<file path="src/rtl/seven_seg_scan.sv">
// Scans a 16-bit hex value across four time-multiplexed digits for the seven_seg stage.
// New values are double-buffered and only take effect at a frame boundary, never mid-frame.
module seven_seg_scan #(
    parameter int         CLK_DIV  = 50000,
    parameter logic [3:0] ZERO_NIB = 4'h0
) (
    input  logic        clk,
    input  logic        rst,
    input  logic [15:0] value,
    input  logic        value_valid,
    input  logic        blank_lz,
    output logic [3:0]  display_value,
    output logic [1:0]  display_select,
    output logic        digit_en,
    output logic        load_ack,
    output logic        frame_done
);

    localparam int             PW        = (CLK_DIV > 1) ? $clog2(CLK_DIV) : 1;
    localparam logic [PW-1:0]  PRESC_MAX = PW'(CLK_DIV - 1);

    logic [PW-1:0] presc, presc_nxt;
    logic [1:0]    digit, digit_nxt;
    logic [15:0]   shadow, shadow_nxt;
    logic [15:0]   pending, pending_nxt;
    logic          pend_flag, pend_flag_nxt;
    logic [3:0]    display_value_nxt;
    logic          digit_en_nxt;
    logic          load_ack_nxt;
    logic          frame_done_nxt;
    logic          tick;
    logic          frame_wrap;

    function automatic logic [3:0] nibble_at(input logic [15:0] s, input logic [1:0] d);
        return s[{d, 2'b00} +: 4];
    endfunction

    // A digit is dark only when it and every more significant digit hold ZERO_NIB;
    // digit 0 always lights so a zero value still shows a single 0.
    function automatic logic lz_digit_en(input logic [15:0] s, input logic [1:0] d,
                                         input logic blank);
        logic upper_zero;
        upper_zero = 1'b1;
        for (int i = 0; i < 4; i++) begin
            if (i >= int'(d) && s[i*4 +: 4] != ZERO_NIB)
                upper_zero = 1'b0;
        end
        return !(blank && (d != 2'd0) && upper_zero);
    endfunction

    assign tick           = (presc == PRESC_MAX);
    assign frame_wrap     = tick && (digit == 2'd3);
    assign display_select = digit;

    always_comb begin
        presc_nxt         = presc;
        digit_nxt         = digit;
        shadow_nxt        = shadow;
        pending_nxt       = pending;
        pend_flag_nxt     = pend_flag;
        display_value_nxt = display_value;
        digit_en_nxt      = digit_en;
        load_ack_nxt      = 1'b0;
        frame_done_nxt    = 1'b0;

        if (tick) begin
            presc_nxt = '0;
            digit_nxt = digit + 2'd1;
        end else begin
            presc_nxt = presc + PW'(1);
        end

        // A strobe landing on the wrap edge bypasses the pending buffer entirely.
        if (frame_wrap) begin
            frame_done_nxt = 1'b1;
            if (value_valid) begin
                shadow_nxt    = value;
                pend_flag_nxt = 1'b0;
                load_ack_nxt  = 1'b1;
            end else if (pend_flag) begin
                shadow_nxt    = pending;
                pend_flag_nxt = 1'b0;
                load_ack_nxt  = 1'b1;
            end
        end else if (value_valid) begin
            pending_nxt   = value;
            pend_flag_nxt = 1'b1;
        end

        // Look ahead to the next digit/shadow so all display outputs move on one edge.
        if (tick) begin
            display_value_nxt = nibble_at(shadow_nxt, digit_nxt);
            digit_en_nxt      = lz_digit_en(shadow_nxt, digit_nxt, blank_lz);
        end
    end

    always_ff @(posedge clk) begin
        if (rst) begin
            presc         <= '0;
            digit         <= 2'd0;
            shadow        <= 16'h0000;
            pending       <= 16'h0000;
            pend_flag     <= 1'b0;
            display_value <= 4'h0;
            digit_en      <= 1'b1;
            load_ack      <= 1'b0;
            frame_done    <= 1'b0;
        end else begin
            presc         <= presc_nxt;
            digit         <= digit_nxt;
            shadow        <= shadow_nxt;
            pending       <= pending_nxt;
            pend_flag     <= pend_flag_nxt;
            display_value <= display_value_nxt;
            digit_en      <= digit_en_nxt;
            load_ack      <= load_ack_nxt;
            frame_done    <= frame_done_nxt;
        end
    end

endmodule

</file>
<file path="config.mk">
export PLATFORM = sky130hd
export DESIGN_NAME = seven_seg_scan
export DESIGN_NICKNAME = d
export VERILOG_FILES = /design/src/rtl/seven_seg_scan.sv
export SDC_FILE = /design/constraint.sdc
export NUM_CORES = 1
export LEC_CHECK = 0
export CELL_PAD_IN_SITES_DETAIL_PLACEMENT = 1
export CELL_PAD_IN_SITES_GLOBAL_PLACEMENT = 1
export CORE_MARGIN = 1.5
export CORE_UTILIZATION = 41
export DETAILED_ROUTE_END_ITERATION = 8
export PLACE_DENSITY_LB_ADDON = 0.1
export SLEW_MARGIN = 30
export SYNTH_ARGS = -nofsm -noshare
export SYNTH_HDL_FRONTEND = slang
export SYNTH_SLANG_ARGS = --single-unit
export TNS_END_PERCENT = 10
</file>
<file path="constraint.sdc">
create_clock -name clk -period 3.5 [get_ports clk]
set_input_delay 0.35 -clock clk [delete_from_list [all_inputs] [get_ports clk]]
set_output_delay 0.35 -clock clk [all_outputs]
set_load 0.01 [all_outputs]
</file>
==> metrics.cfg <==
[power]
pwr_density_cell_mw_per_mm2 = 415
vdd_drop_max_mv = 0.289
power_leakage_nw = 1.18

[floorplan]
die_width_um = 82.8
fp.dieArea_mm2 = 0.00686
die_h_um = 82.8
start_util_pct = 43.3
io_pins = 29
core_mm2 = 0.00603
rows = 28

[finish]
area_growth_pct = 18.8
n_antenna_cell = 0
drive_above_1_share_pct = 6.69
post-route-util_pct = 51.5
final_nets = 364
fin_cells = 419
fillers = 723
design_area_mm2 = 0.00310

[yosys]
synthDistinctLibCells = 37
synthArstFlopShare_pct = 0
netlist_area_mm2 = 0.00261
syn_area_per_cell_um2 = 8.21
synthTopCellsByArea = dfxtp_1, nand2_1, nand3_1
synth_top_area_share_pct = 44.5
synth.most_common_cell = nand2_1
ys_seq_area_share_pct = 44.5
synth_top_area_cell = dfxtp_1
synth.top_cells.by_count = nand2_1, dfxtp_1, nor2_1, nand3_1, a21oi_1
yosysWarnings = 0
synth_fp_nets = 340
synthFlopType = dfxtp_1
ys_ff_latch = 58
syn_inst = 318
synth_edf_count = 0

[cts]
post_cts_buffers = 0
clk_pin_slew_worst_paths_ns = 0.06
cts_resized = 0
cts_buffer_depth = 2
cts_tree = done
clkLatencyLatePin_ns = 0.33
htreeDepth = 3
clkSinkCount = 58
cts_hold_buffers = 0
root_buffer = clkbuf_8
numCtsBuffers = 9

[timing]
worst_pin_slew_ns = 0.682
slew_violations = 0
max_freq_ghz = 0.346
timing.final.hold_violations = 0
clock_skew_ns = 0.00421
timing.hold.ws_ns = 0.446
min_period_ns = 2.89
finalSetupViolCount = 0
finalCritPeriodShare_pct = 82.5
slew_headroom_pct = 54.5
grt_setup_unrepaired = no
fin_tns_setup_ns = 0

[critical_path]
criticalPathCategory = reg2reg
cp_data_arrival_time_ns = 3.09
cp-start-kind = register
crit_fanout = 11
required_ns = 3.70
worstSetupEndpointType = register

[placed_design]
place_area_mm2 = 0.00294
hpwl_um = 4550
placedCellCount = 406
routabilityCongestion = 0.782
portBuffers = 28

[grt]
antenna_found_initial = 0
groute.usage.overall_pct = 20.5
grt_pass1_vias = 2346
gr-total-overflow = 0
grt_max_degree = 46
grt_pass1_wl_um = 11400

[route]
drt-initial-drc-count = 137
drtPass1Iterations = 4
wire_per_inst_um = 16.0
via_count = 2325
vias_per_cell = 5.55
drc = 0
ant_nets = 0
wl_um = 6690

[min_path]
hold_class = reg2reg

[flow_run]
max-cap-violations = 0

[outcome]
status = complete, no violations

[path summary, 6_finish.rpt]
kind | startpoint | endpoint | slack [ns] | depth (start not counted)
max reg2reg | presc[9] | display_value[2] | 0.61 | 6
max | presc[9] | display_value[2] | 0.61 | 6
min reg2reg | presc[0] | presc[0] | 0.45 | 1
min | presc[0] | presc[0] | 0.45 | 1
[power by group]
part	switching, W	internal [W]
clock network	0.000244	0.000284
logic	0.0000436	0.0000333
registers	0.00000835	0.000674
[layer usage]
metal / vias to the layer above / track usage, % / routed length, um
li1: 1147 / - / -
met1: 1144 / 26.3 / 3130
met2: 29 / 33.9 / 3280
met3: 5 / 4.08 / 223
met4: 0 / 8.18 / 65
met5: - / 0 / 0
[critical path, cell delays in order, from the launching register on]
cell and delay, ns:
dfxtp_1 0.38, or4bb_1 0.58, or4_1 0.78, mux2i_2 0.47, mux4_2 0.36, mux2i_1 0.14, nor2_1 0.05
[final cells by class]
cell class                 count  area [um2]  area share, %
sequential                    58        1160           37.4
inverter                       2        7.51          0.242
multi-input combinational    237        1360           43.7
clock buffer                  13         159           5.12
timing repair buffer          34         325           10.5
tap                           75        93.8           3.03
[stage by stage]
stage	worst slack [ns]	power [W]
5_1_grt	0.430	0.00134
4_1_cts	0.585	0.00130
3_5_place_dp	0.582	0.000774
3_3_place_gp	0.671	0.000773
2_1_floorplan	0.759	0.000734
6_report	0.611	0.00129
[cells by family after synthesis]
| kind of cell | count (synthesis) | share of synthesized area [%] |
|---|---|---|
| xor gates and xnor gates | 13 | 4.65 |
| DFF | 58 | 44.5 |
| and+or+nand+nor | 167 | 30.3 |
| buffers and inverters | 23 | 3.98 |
| AOI/OAI and AO/OA | 50 | 13.1 |
| muxes | 5 | 2.54 |
| adders and majority gates | 2 | 0.958 |
[placed cells by master, fill, tap and decap left out, types with 3 or more instances in the layout]
cell type	netlist	routed
xor2_1	8	8
a21oi_1	19	19
clkdlybuf4s50_1	0	28
nor2_1	37	37
a32oi_1	8	8
nand4_1	3	3
nand3b_1	3	3
mux2i_1	3	3
or3_1	3	3
o31ai_1	3	3
buf_4	0	6
nor2b_1	12	12
nand2_1	63	63
nand3_1	28	28
dfxtp_1	58	58
xnor2_1	4	4
nor3_1	3	3
clkbuf_8	0	11
and3_1	4	4
o21ai_0	8	8
a32o_1	8	8
[sequential cells by signal (all words and copies together) (netlist names)]
signal,cells
digit_en,1
pend_flag,1
shadow,16
frame_done,1
presc,16
load_ack,1
pending,16
display_value,4
display_select,2
(Power assumes the default switching activity.)
